`src/rtl/lc3_pkg.sv`:
```
// Shared types and encodings for the LC-3 sequencing/decode unit.
// FP1/FP2 exist only when LC3_ISDU_FETCH_PAUSE_EN is defined.
package lc3_pkg;

  localparam logic [3:0] OP_BR    = 4'b0000;
  localparam logic [3:0] OP_ADD   = 4'b0001;
  localparam logic [3:0] OP_JSR   = 4'b0100;
  localparam logic [3:0] OP_AND   = 4'b0101;
  localparam logic [3:0] OP_LDR   = 4'b0110;
  localparam logic [3:0] OP_STR   = 4'b0111;
  localparam logic [3:0] OP_NOT   = 4'b1001;
  localparam logic [3:0] OP_JMP   = 4'b1100;
  localparam logic [3:0] OP_PAUSE = 4'b1101;

  localparam logic [1:0] ALUK_ADD   = 2'b00;
  localparam logic [1:0] ALUK_AND   = 2'b01;
  localparam logic [1:0] ALUK_NOT   = 2'b10;
  localparam logic [1:0] ALUK_PASSA = 2'b11;

  localparam logic [1:0] PCMUX_PC1   = 2'b00;
  localparam logic [1:0] PCMUX_BUS   = 2'b01;
  localparam logic [1:0] PCMUX_ADDER = 2'b10;

  localparam logic [1:0] ADDR2MUX_ZERO  = 2'b00;
  localparam logic [1:0] ADDR2MUX_OFF6  = 2'b01;
  localparam logic [1:0] ADDR2MUX_OFF9  = 2'b10;
  localparam logic [1:0] ADDR2MUX_OFF11 = 2'b11;

  localparam logic ADDR1MUX_PC  = 1'b0;
  localparam logic ADDR1MUX_REG = 1'b1;

  typedef enum logic [4:0] {
    S_HALTED,
    S_18,
    S_33,
    S_35,
    S_32,
    S_01,
    S_05,
    S_09,
    S_00,
    S_22,
    S_12,
    S_04,
    S_21,
    S_20,
    S_06,
    S_25,
    S_27,
    S_07,
    S_23,
    S_16,
    S_P1,
`ifdef LC3_ISDU_FETCH_PAUSE_EN
    S_P2,
    S_FP1,
    S_FP2
`else
    S_P2
`endif
  } state_t;

  typedef struct packed {
    logic       ld_mar;
    logic       ld_mdr;
    logic       ld_ir;
    logic       ld_ben;
    logic       ld_cc;
    logic       ld_reg;
    logic       ld_pc;
    logic       ld_led;
    logic       gate_pc;
    logic       gate_mdr;
    logic       gate_alu;
    logic       gate_marmux;
    logic [1:0] pcmux;
    logic       drmux;
    logic       sr1mux;
    logic       sr2mux;
    logic       addr1mux;
    logic [1:0] addr2mux;
    logic [1:0] aluk;
    logic       mem_ce_n;
    logic       mem_oe_n;
    logic       mem_we_n;
  } ctrl_t;

  // Everything idle, SRAM strobes deasserted.
  localparam ctrl_t CTRL_IDLE = ctrl_t'(25'h0000007);

  function automatic logic is_mem_state(input state_t s);
    return (s == S_33) || (s == S_25) || (s == S_16);
  endfunction

endpackage

```
`src/rtl/lc3_mem_wait.sv`:
```
// Memory access wait counter: cleared on start, counts while enabled,
// saturates at MEM_WAIT-1 where done is raised.
module lc3_mem_wait
  import lc3_pkg::*;
#(
  parameter int unsigned MEM_WAIT = 2
) (
  input  logic clk_i,
  input  logic reset_i,
  input  logic start_i,
  input  logic en_i,
  output logic done_o
);

  localparam logic [2:0] LAST = 3'(MEM_WAIT - 1);

  logic [2:0] count_q;
  logic [2:0] count_d;

  assign done_o = (count_q == LAST);

  // Next count: clear on entry, advance only until the last wait cycle.
  always_comb begin
    count_d = count_q;
    if (start_i) begin
      count_d = 3'd0;
    end else if (en_i && !done_o) begin
      count_d = count_q + 3'd1;
    end else begin
      count_d = count_q;
    end
  end

  // Count register.
  always_ff @(posedge clk_i) begin
    if (reset_i) begin
      count_q <= 3'd0;
    end else begin
      count_q <= count_d;
    end
  end

endmodule

```
`src/rtl/lc3_isdu.sv`:
```
// LC-3 instruction sequencing/decode control FSM (Moore outputs).
// Define LC3_ISDU_FETCH_PAUSE_EN to stop after each fetch and show IR on the LEDs.
module lc3_isdu
  import lc3_pkg::*;
#(
  parameter int unsigned MEM_WAIT = 2
) (
  input  logic       Clk,
  input  logic       reset,
  input  logic       Run,
  input  logic       Continue,
  input  logic [3:0] Opcode,
  input  logic       IR_5,
  input  logic       IR_11,
  input  logic       BEN,
  output logic       LD_MAR,
  output logic       LD_MDR,
  output logic       LD_IR,
  output logic       LD_BEN,
  output logic       LD_CC,
  output logic       LD_REG,
  output logic       LD_PC,
  output logic       LD_LED,
  output logic       GatePC,
  output logic       GateMDR,
  output logic       GateALU,
  output logic       GateMARMUX,
  output logic [1:0] PCMUX,
  output logic       DRMUX,
  output logic       SR1MUX,
  output logic       SR2MUX,
  output logic       ADDR1MUX,
  output logic [1:0] ADDR2MUX,
  output logic [1:0] ALUK,
  output logic       Mem_CE_n,
  output logic       Mem_OE_n,
  output logic       Mem_WE_n
);

  state_t state_q;
  state_t state_d;
  logic   ir5_q;
  logic   ir5_d;
  logic   wait_start_s;
  logic   wait_en_s;
  logic   wait_done_s;
  ctrl_t  ctrl_s;

  assign wait_en_s    = is_mem_state(state_q);
  assign wait_start_s = is_mem_state(state_d) && (state_d != state_q);

  lc3_mem_wait #(
    .MEM_WAIT (MEM_WAIT)
  ) u_mem_wait (
    .clk_i   (Clk),
    .reset_i (reset),
    .start_i (wait_start_s),
    .en_i    (wait_en_s),
    .done_o  (wait_done_s)
  );

  // State and captured immediate-select registers.
  always_ff @(posedge Clk) begin
    if (reset) begin
      state_q <= S_HALTED;
      ir5_q   <= 1'b0;
    end else begin
      state_q <= state_d;
      ir5_q   <= ir5_d;
    end
  end

  // IR_5 is sampled at decode so SR2MUX stays a pure function of state.
  always_comb begin
    ir5_d = ir5_q;
    if (state_q == S_32) begin
      ir5_d = IR_5;
    end else begin
      ir5_d = ir5_q;
    end
  end

  // Next-state logic.
  always_comb begin
    state_d = state_q;
    case (state_q)
      S_HALTED: state_d = Run ? S_18 : S_HALTED;
      S_18:     state_d = S_33;
      S_33:     state_d = wait_done_s ? S_35 : S_33;
`ifdef LC3_ISDU_FETCH_PAUSE_EN
      S_35:     state_d = S_FP1;
      S_FP1:    state_d = Continue ? S_FP2 : S_FP1;
      S_FP2:    state_d = Continue ? S_FP2 : S_32;
`else
      S_35:     state_d = S_32;
`endif
      S_32: begin
        case (Opcode)
          OP_ADD:   state_d = S_01;
          OP_AND:   state_d = S_05;
          OP_NOT:   state_d = S_09;
          OP_BR:    state_d = S_00;
          OP_JMP:   state_d = S_12;
          OP_JSR:   state_d = S_04;
          OP_LDR:   state_d = S_06;
          OP_STR:   state_d = S_07;
          OP_PAUSE: state_d = S_P1;
          default:  state_d = S_18;
        endcase
      end
      S_01, S_05, S_09: state_d = S_18;
      S_00:     state_d = BEN ? S_22 : S_18;
      S_22, S_12, S_21, S_20, S_27: state_d = S_18;
      S_04:     state_d = IR_11 ? S_21 : S_20;
      S_06:     state_d = S_25;
      S_25:     state_d = wait_done_s ? S_27 : S_25;
      S_07:     state_d = S_23;
      S_23:     state_d = S_16;
      S_16:     state_d = wait_done_s ? S_18 : S_16;
      S_P1:     state_d = Continue ? S_P2 : S_P1;
      S_P2:     state_d = Continue ? S_P2 : S_18;
      default:  state_d = S_HALTED;
    endcase
  end

  // Output decode from registered state and wait counter only.
  always_comb begin
    ctrl_s = CTRL_IDLE;
    case (state_q)
      S_18: begin
        ctrl_s.gate_pc = 1'b1;
        ctrl_s.ld_mar  = 1'b1;
        ctrl_s.pcmux   = PCMUX_PC1;
        ctrl_s.ld_pc   = 1'b1;
      end
      S_33, S_25: begin
        ctrl_s.mem_ce_n = 1'b0;
        ctrl_s.mem_oe_n = 1'b0;
        ctrl_s.ld_mdr   = wait_done_s;
      end
      S_35: begin
        ctrl_s.gate_mdr = 1'b1;
        ctrl_s.ld_ir    = 1'b1;
      end
      S_32: ctrl_s.ld_ben = 1'b1;
      S_01, S_05, S_09: begin
        ctrl_s.gate_alu = 1'b1;
        ctrl_s.ld_reg   = 1'b1;
        ctrl_s.ld_cc    = 1'b1;
        if (state_q == S_01) begin
          ctrl_s.aluk   = ALUK_ADD;
          ctrl_s.sr2mux = ir5_q;
        end else if (state_q == S_05) begin
          ctrl_s.aluk   = ALUK_AND;
          ctrl_s.sr2mux = ir5_q;
        end else begin
          ctrl_s.aluk   = ALUK_NOT;
          ctrl_s.sr2mux = 1'b0;
        end
      end
      S_22: begin
        ctrl_s.addr1mux = ADDR1MUX_PC;
        ctrl_s.addr2mux = ADDR2MUX_OFF9;
        ctrl_s.pcmux    = PCMUX_ADDER;
        ctrl_s.ld_pc    = 1'b1;
      end
      S_12, S_20: begin
        ctrl_s.sr1mux   = 1'b1;
        ctrl_s.addr1mux = ADDR1MUX_REG;
        ctrl_s.addr2mux = ADDR2MUX_ZERO;
        ctrl_s.pcmux    = PCMUX_ADDER;
        ctrl_s.ld_pc    = 1'b1;
      end
      S_04: begin
        ctrl_s.gate_pc = 1'b1;
        ctrl_s.drmux   = 1'b1;
        ctrl_s.ld_reg  = 1'b1;
      end
      S_21: begin
        ctrl_s.addr2mux = ADDR2MUX_OFF11;
        ctrl_s.addr1mux = ADDR1MUX_PC;
        ctrl_s.pcmux    = PCMUX_ADDER;
        ctrl_s.ld_pc    = 1'b1;
      end
      S_06, S_07: begin
        ctrl_s.gate_marmux = 1'b1;
        ctrl_s.addr2mux    = ADDR2MUX_OFF6;
        ctrl_s.addr1mux    = ADDR1MUX_REG;
        ctrl_s.ld_mar      = 1'b1;
      end
      S_27: begin
        ctrl_s.gate_mdr = 1'b1;
        ctrl_s.ld_reg   = 1'b1;
        ctrl_s.ld_cc    = 1'b1;
      end
      S_23: begin
        ctrl_s.aluk     = ALUK_PASSA;
        ctrl_s.gate_alu = 1'b1;
        ctrl_s.ld_mdr   = 1'b1;
      end
      S_16: begin
        ctrl_s.mem_ce_n = 1'b0;
        ctrl_s.mem_we_n = 1'b0;
      end
      S_P1: ctrl_s.ld_led = 1'b1;
`ifdef LC3_ISDU_FETCH_PAUSE_EN
      S_FP1: ctrl_s.ld_led = 1'b1;
`endif
      default: ctrl_s = CTRL_IDLE;
    endcase
  end

  assign LD_MAR     = ctrl_s.ld_mar;
  assign LD_MDR     = ctrl_s.ld_mdr;
  assign LD_IR      = ctrl_s.ld_ir;
  assign LD_BEN     = ctrl_s.ld_ben;
  assign LD_CC      = ctrl_s.ld_cc;
  assign LD_REG     = ctrl_s.ld_reg;
  assign LD_PC      = ctrl_s.ld_pc;
  assign LD_LED     = ctrl_s.ld_led;
  assign GatePC     = ctrl_s.gate_pc;
  assign GateMDR    = ctrl_s.gate_mdr;
  assign GateALU    = ctrl_s.gate_alu;
  assign GateMARMUX = ctrl_s.gate_marmux;
  assign PCMUX      = ctrl_s.pcmux;
  assign DRMUX      = ctrl_s.drmux;
  assign SR1MUX     = ctrl_s.sr1mux;
  assign SR2MUX     = ctrl_s.sr2mux;
  assign ADDR1MUX   = ctrl_s.addr1mux;
  assign ADDR2MUX   = ctrl_s.addr2mux;
  assign ALUK       = ctrl_s.aluk;
  assign Mem_CE_n   = ctrl_s.mem_ce_n;
  assign Mem_OE_n   = ctrl_s.mem_oe_n;
  assign Mem_WE_n   = ctrl_s.mem_we_n;

endmodule

```
`config.mk`:
```
export PLATFORM = sky130hd
export DESIGN_NAME = lc3_isdu
export DESIGN_NICKNAME = d
export VERILOG_FILES = /design/src/rtl/lc3_pkg.sv /design/src/rtl/lc3_mem_wait.sv /design/src/rtl/lc3_isdu.sv
export SDC_FILE = /design/constraint.sdc
export NUM_CORES = 1
export LEC_CHECK = 0
export ABC_AREA = 1
export CORE_MARGIN = 1.5
export CORE_UTILIZATION = 30
export CTS_CLUSTER_DIAMETER = 50
export DETAILED_ROUTE_END_ITERATION = 8
export DONT_BUFFER_PORTS = 1
export PLACE_DENSITY = 0.42
export SETUP_SLACK_MARGIN = 0.4
export SYNTH_ARGS = -nofsm -noshare
export SYNTH_HDL_FRONTEND = slang
export SYNTH_SLANG_ARGS = --single-unit
```
`constraint.sdc`:
```
create_clock -name Clk -period 1.95 [get_ports Clk]
set_input_delay 0.39 -clock Clk [delete_from_list [all_inputs] [get_ports Clk]]
set_output_delay 0.39 -clock Clk [all_outputs]
set_load 0.01 [all_outputs]
```
# Yosys cells after proc, flatten, opt, wreduce, memory -nomap -nowiden

Memory sizes are Yosys's and may differ from the RTL's.
Cells that the tools add are included.

Add/sub/neg operators: 1
Equality and inequality tests: 26
Muxes and demuxes: 34
Reduce and logical (&&, ||, !) cells: 23

Operators by type and width:

| cell                                                | count |
|---|---|
| one-hot mux 5 bit (15 select lines)                 | 1 |
| equality test 5 x 4 -> 1 bit, second input constant | 9 |
| equality test 5 bit, second input constant          | 7 |
| 2-to-1 mux 1 bit                                    | 23 |
| equality test 5 x 3 -> 1 bit, second input constant | 4 |
| equality test 5 x 2 -> 1 bit, second input constant | 3 |
| 2-to-1 mux 5 bit                                    | 3 |
| one-hot mux 3 bit (4 select lines)                  | 1 |
| OR reduction 2 bit                                  | 6 |
| OR reduction 4 bit                                  | 3 |
| OR reduction 5 bit                                  | 2 |
| OR reduction 3 bit                                  | 3 |
| OR reduction 8 bit                                  | 1 |
| 2-to-1 mux 2 bit                                    | 3 |
| equality test 5 x 1 -> 1 bit, second input constant | 1 |
| zero test 5 bit                                     | 1 |
| inequality test 5 bit                               | 1 |
| logical OR 1 bit                                    | 4 |
| 2-to-1 mux 4 bit                                    | 1 |
| one-hot mux 2 bit (2 select lines)                  | 1 |
| adder 3 x 1 -> 3 bit, second input constant         | 1 |
| equality test 3 x 1 -> 1 bit, second input constant | 1 |
| logical AND 1 bit                                   | 2 |
| one-hot mux 1 bit (2 select lines)                  | 1 |
| zero test 1 bit                                     | 1 |

Bits in registers: 9
Bits in read-only memories: 80
Output and inout bits: 25
Logic and storage cells: 88
Memories: 1

Memory list:

| memory          | words | bits a word | rd ports | clocked after Yosys merged registers in | wr ports | line           | RTL |
|---|---|---|---|---|---|---|---|
| (no name shown) | 16    | 5           | 1        | 0                                       | 0        | lc3_isdu.sv:98 | `case (Opcode)` |

# Depth between registers and ports, before layout

Depth in word-level cells: 8
Gate-level depth with buffers: 16

# Hierarchy

From an unflattened synthesis, not the netlist that was laid out.

Cell total of the unflattened synthesis: 223
Area total of the unflattened synthesis: 1214.9 um^2

By module, submodules not included:

| module       | instances | cells an instance | area an instance (um^2) |
|---|---|---|---|
| lc3_isdu     | 1         | 200               | 1051.0 |
| lc3_mem_wait | 1         | 23                | 163.9 |

# Least setup slack after synthesis

OpenSTA, ideal clock, no wires.

Path kind: register to output
Start point: register state_q[0]
End point: output LD_MDR
Arrival: 1.249 ns
Data required time: 1.560 ns
Slack: 0.311 ns
Stages on the path, launching flop included: 7
Path buffers: 0
Path through: dfxtp_1 -> nand2_2 -> nor2_2 -> nand2_1 -> nand2_1 -> inv_1 -> o21ai_0

Word-level cells in the longest chain between the ends: 3
Elaborated cells on any way between the ends: 5
Classes of those cells: eq/ne: 3; mux: 1; reduce/logical: 1

Ends and longest elaborated chain:

| element                                                                             | line            | RTL |
|---|---|---|
| start: declaration                                                                  | lc3_isdu.sv:40  | `state_t state_q;` |
| start signal: assignment                                                            | lc3_isdu.sv:68  | `state_q <= state_d;` |
| equality test 5 x 2 -> 1 bit / equality test 5 x 4 -> 1 bit (equally long branches) | lc3_isdu.sv:129 | `case (state_q)` |
| OR reduction 2 bit                                                                  | lc3_isdu.sv:129 |  |
| one-hot mux 1 bit (2 select lines) *                                                | lc3_isdu.sv:129 |  |
| end: declaration                                                                    | lc3_isdu.sv:17  | `output logic LD_MDR,` |

Every way passes the cells marked *; elsewhere a longest branch is shown, timed or not.

# Worst setup path in the final report

Start point: register state_q[1]
End point: output LD_BEN

Word-level cells in the longest chain between the ends: 2

Ends and longest elaborated chain:

| element                      | line            | RTL |
|---|---|---|
| equality test 5 x 3 -> 1 bit | lc3_isdu.sv:129 |  |
| 2-to-1 mux 1 bit             | lc3_isdu.sv:129 |  |
| end: declaration             | lc3_isdu.sv:19  | `output logic LD_BEN,` |

No other way between the ends.

==> results by stage <==
GRT:
- The pin count of the biggest net entering global routing is 10.
- For this run, the total global-route usage over all layers was measured as approximately a fifth.
- The wire length of the first global-routing pass is 6570 um.
- The initial antenna violation count is 0.
- The number of global-route vias before repair came to 1388.
- The overflow left after global routing is 0.

Die:
- The die is 66.3 um tall.
- After floorplanning, the core was divided into 22 placement rows.
- The starting density of the core is 32.1%.
- The core region is about 3700 um2.
- The die outline width is 66.3 um.
- Pin placement for this block handled 36 I/O pins.
- The die outline area is around 4400 um2.

Synth:
- Ranked by instance count, the synthesized netlist is headed by 47 x sky130_fd_sc_hd__nand2_1, 38 x sky130_fd_sc_hd__nor2_1, 31 x sky130_fd_sc_hd__inv_1.
- A synthesized cell averages 5.56 um2.
- The net count of the mapped netlist is 235.
- For this run, asynchronously set or reset flops after synthesis account for 0%.
- The mapped netlist covers between 1000 and 1500 um2.
- The top cell type by area accounts for 15.0% of the synthesized area.
- After synthesis, the cell types taking the most area are sky130_fd_sc_hd__dfxtp_1 15%, sky130_fd_sc_hd__nand2_1 15%, sky130_fd_sc_hd__nand3_1 13%, sky130_fd_sc_hd__nor2_1 12%, sky130_fd_sc_hd__inv_1 9.7%.
- The warning count from the yosys run is 0.
- The cell taking the most area after synthesis is sky130_fd_sc_hd__dfxtp_1.
- Summing the sequential cell areas from Yosys gives 15.0% of the chip area.
- The primary flip-flop cell chosen by synthesis mapping is sky130_fd_sc_hd__dfxtp_1.
- In this run, synthesis inferred 0 flip-flops with an integrated enable.
- The gate count of the mapped netlist is 216.
- Among all cell types in the netlist, the one instantiated most often is sky130_fd_sc_hd__nand2_1.
- In this run, synthesis produced a sequential element count of 9.
- The distinct cell type count of the synthesized netlist is 24.

Placed design:
- The placer congestion estimate is 0.828.
- The final HPWL from detailed placement is around 2900 um.
- The number of placed instances with taps included is 272.
- The number of buffers added on ports is 0.
- Prior to clock tree synthesis, the placed netlist has a worst setup slack of 0.0764 ns.
- The cell area after placement is 1370 um2.

Power and ir drop:
- The total power divided by cell area is 349 nW/um2.
- VDD sags by at most around 290 uV.
- The total power is 0.745 mW.
- For this design the static power due to leakage is roughly 1.1 nW.

Drt:
- Using the TritonRoute via totals, the vias-per-cell ratio works out to around 4.9.
- The total wire length is about 4300 um.
- The routed layout has 1511 vias.
- In the routed design, unresolved DRC markers number 0.
- The detailed router's first-iteration violation count is 74.
- In the final routed layout, each cell accounts on average for 13.8 um.
- The detail route stage leaves a number of antenna-violating nets equal to 0.
- Before antenna repair, the detailed router went through 4 iterations.

Cells and area:
- Compared with the post-synthesis result, the final layout area differs by 78.0%.
- Fill cells in the final layout number ~340.
- Of the cells placed in the final design, the portion with a size suffix greater than 1 is 57.9%.
- The count of cells in the finished layout, fillers not included, comes to ~310.
- The cell area after layout is 2140 um2.
- 0 antenna diodes ended up in the layout.
- In the final design database the tool counted 281 nets.
- The post-route core utilization is 57.1%.

Worst setup path:
- The kind of start point of the critical path is a flop.
- The data required time of the worst path is 1.56 ns.
- The cell count of the worst reg-to-reg path is 14.
- The class of the most critical setup path is flop to primary output.
- The type of destination of the critical path is a primary output.
- The data arrival at the endpoint of the critical path is approximately 1.4 ns.
- The maximum fanout along the worst path is 7.

Hold path:
- The class of the tightest hold or removal check is primary input to flop.
- Counting instances, the worst hold path has a depth of 1.

STA:
- The highest achievable clock rate is 552 MHz.
- The final worst-path setup slack is 0.137 ns.
- The setup total negative slack is 0 ns.
- Counting I/O delays and the setup requirement, the final critical path takes around 1.8 ns.
- In the finished design, the share of the clock period the worst path needs comes to slightly above 90%.
- Setup violations remaining at the end of the flow were counted as 0.
- Hold is met by ~0.22 ns.
- The total count of max-transition violations in the final report is 0.
- The number of endpoints with negative hold slack in the final report is 0.
- The clock skew is 0.00226 ns.
- Setup repair after global routing could not meet its margin everywhere.

Flow run:
- Across the run, the number of max-cap violations was 0.

Clock network:
- The number of CTS-inserted buffers is 3.
- The clock edge transition at the registers on the reported setup and hold paths is ~0.050 ns.
- The clock sink count is 9.
- In this run the clock root is driven by a sky130_fd_sc_hd__clkbuf_8.
- Hold repair after CTS inserted 0 buffers.
- The clock reaches the later pin of the worst-skew pair after 0.23 ns.
- TritonCTS built the clock tree.
- The number of levels in the clock H-tree is 1.
- The worst-case clock buffer depth is 2.

Run status:
- The run finished with clean final reports.
-- logic make-up (layout without fill, tap and decap cells) --
kind of cell / Yosys count / count (layout) / synth area share, %
compound gates: 17 / 17 / 7.81
fa+ha+maj: 8 / 8 / 8.33
buf+inv: 40 / 85 / 13.3
xor+xnor: 2 / 2 / 1.46
flops: 9 / 9 / 15.0
other cells: 1 / 1 / 0.312
simple gates: 139 / 139 / 53.8
-- final timing paths --
check,slack [ns],from,endpoint
worst max-delay path,0.14,state_q[1],LD_BEN
worst min register to register,0.52,u_mem_wait.count_q[1],u_mem_wait.count_q[1]
worst max register to register,0.15,state_q[0],u_mem_wait.count_q[0]
worst min-delay path,0.22,reset,state_q[0]
-- metal layers --
layer / global-route usage, % / vias up / share of wire (%)
met2: 34.8 / 40 / 51
met5: 0 / - / 0
met3: 2.21 / 6 / 4.4
li1: - / 766 / -
met4: 5.10 / 0 / 1.5
met1: 23.6 / 699 / 43
-- state kept, by name, indices dropped and copies added (netlist names) --
name and flops:
ir5_q 1, state_q 5, u_mem_wait.count_q 3
-- final cells by class --
type	count	area, um2	share of cell area, %
clock buffer	4	45.0	2.11
inverter	36	160	7.49
multi-input combinational	167	1270	59.6
sequential	9	199	9.30
tap	48	60.1	2.81
timing repair buffer	45	399	18.7
-- cells in the final DEF, fill, tap and decap left out, types with 2 or more instances in the layout --
master | synthesis | final
sky130_fd_sc_hd__inv_1 | 31 | 19
sky130_fd_sc_hd__a21oi_2 | 0 | 2
sky130_fd_sc_hd__nand4_1 | 4 | 4
sky130_fd_sc_hd__dfxtp_2 | 0 | 3
sky130_fd_sc_hd__buf_4 | 2 | 31
sky130_fd_sc_hd__dfxtp_1 | 9 | 2
sky130_fd_sc_hd__nor2_2 | 6 | 14
sky130_fd_sc_hd__inv_2 | 5 | 9
sky130_fd_sc_hd__nand2_4 | 0 | 14
sky130_fd_sc_hd__buf_6 | 0 | 13
sky130_fd_sc_hd__nand3_4 | 0 | 3
sky130_fd_sc_hd__o21ai_0 | 5 | 3
sky130_fd_sc_hd__clkbuf_8 | 0 | 3
sky130_fd_sc_hd__o21ai_4 | 0 | 3
sky130_fd_sc_hd__nand2_8 | 0 | 2
sky130_fd_sc_hd__dfxtp_4 | 0 | 4
sky130_fd_sc_hd__inv_6 | 0 | 2
sky130_fd_sc_hd__nand2_1 | 47 | 26
sky130_fd_sc_hd__nor2_4 | 3 | 15
sky130_fd_sc_hd__inv_4 | 0 | 6
sky130_fd_sc_hd__nand2_2 | 7 | 12
sky130_fd_sc_hd__ha_1 | 8 | 7
sky130_fd_sc_hd__nand3_1 | 30 | 18
sky130_fd_sc_hd__a21oi_1 | 7 | 4
sky130_fd_sc_hd__nand3_2 | 2 | 11
sky130_fd_sc_hd__xor2_1 | 2 | 2
sky130_fd_sc_hd__nor2_1 | 38 | 18
-- critical path: stages, from the launching register on --
cell,delay [ns]
sky130_fd_sc_hd__dfxtp_2,0.32
sky130_fd_sc_hd__buf_12,0.13
sky130_fd_sc_hd__nor2_4,0.19
sky130_fd_sc_hd__buf_4,0.16
sky130_fd_sc_hd__nand2_4,0.07
sky130_fd_sc_hd__inv_2,0.09
sky130_fd_sc_hd__buf_4,0.10
sky130_fd_sc_hd__buf_4,0.11
-- timing repair --
action | CTS | global route
buffers inserted | 26 | 7
gates resized for setup | 87 | 51
setup endpoints to repair | 27 | 27
pin swaps | 23 | 17
-- report_power, final --
part | internal, mW | leakage (nW) | switching, mW
logic | 0.138 | 0.973 | 0.185
clock network | 0.143 | 0.0228 | 0.0750
registers | 0.191 | 0.0774 | 0.0143
(Power assumes the default switching activity.)
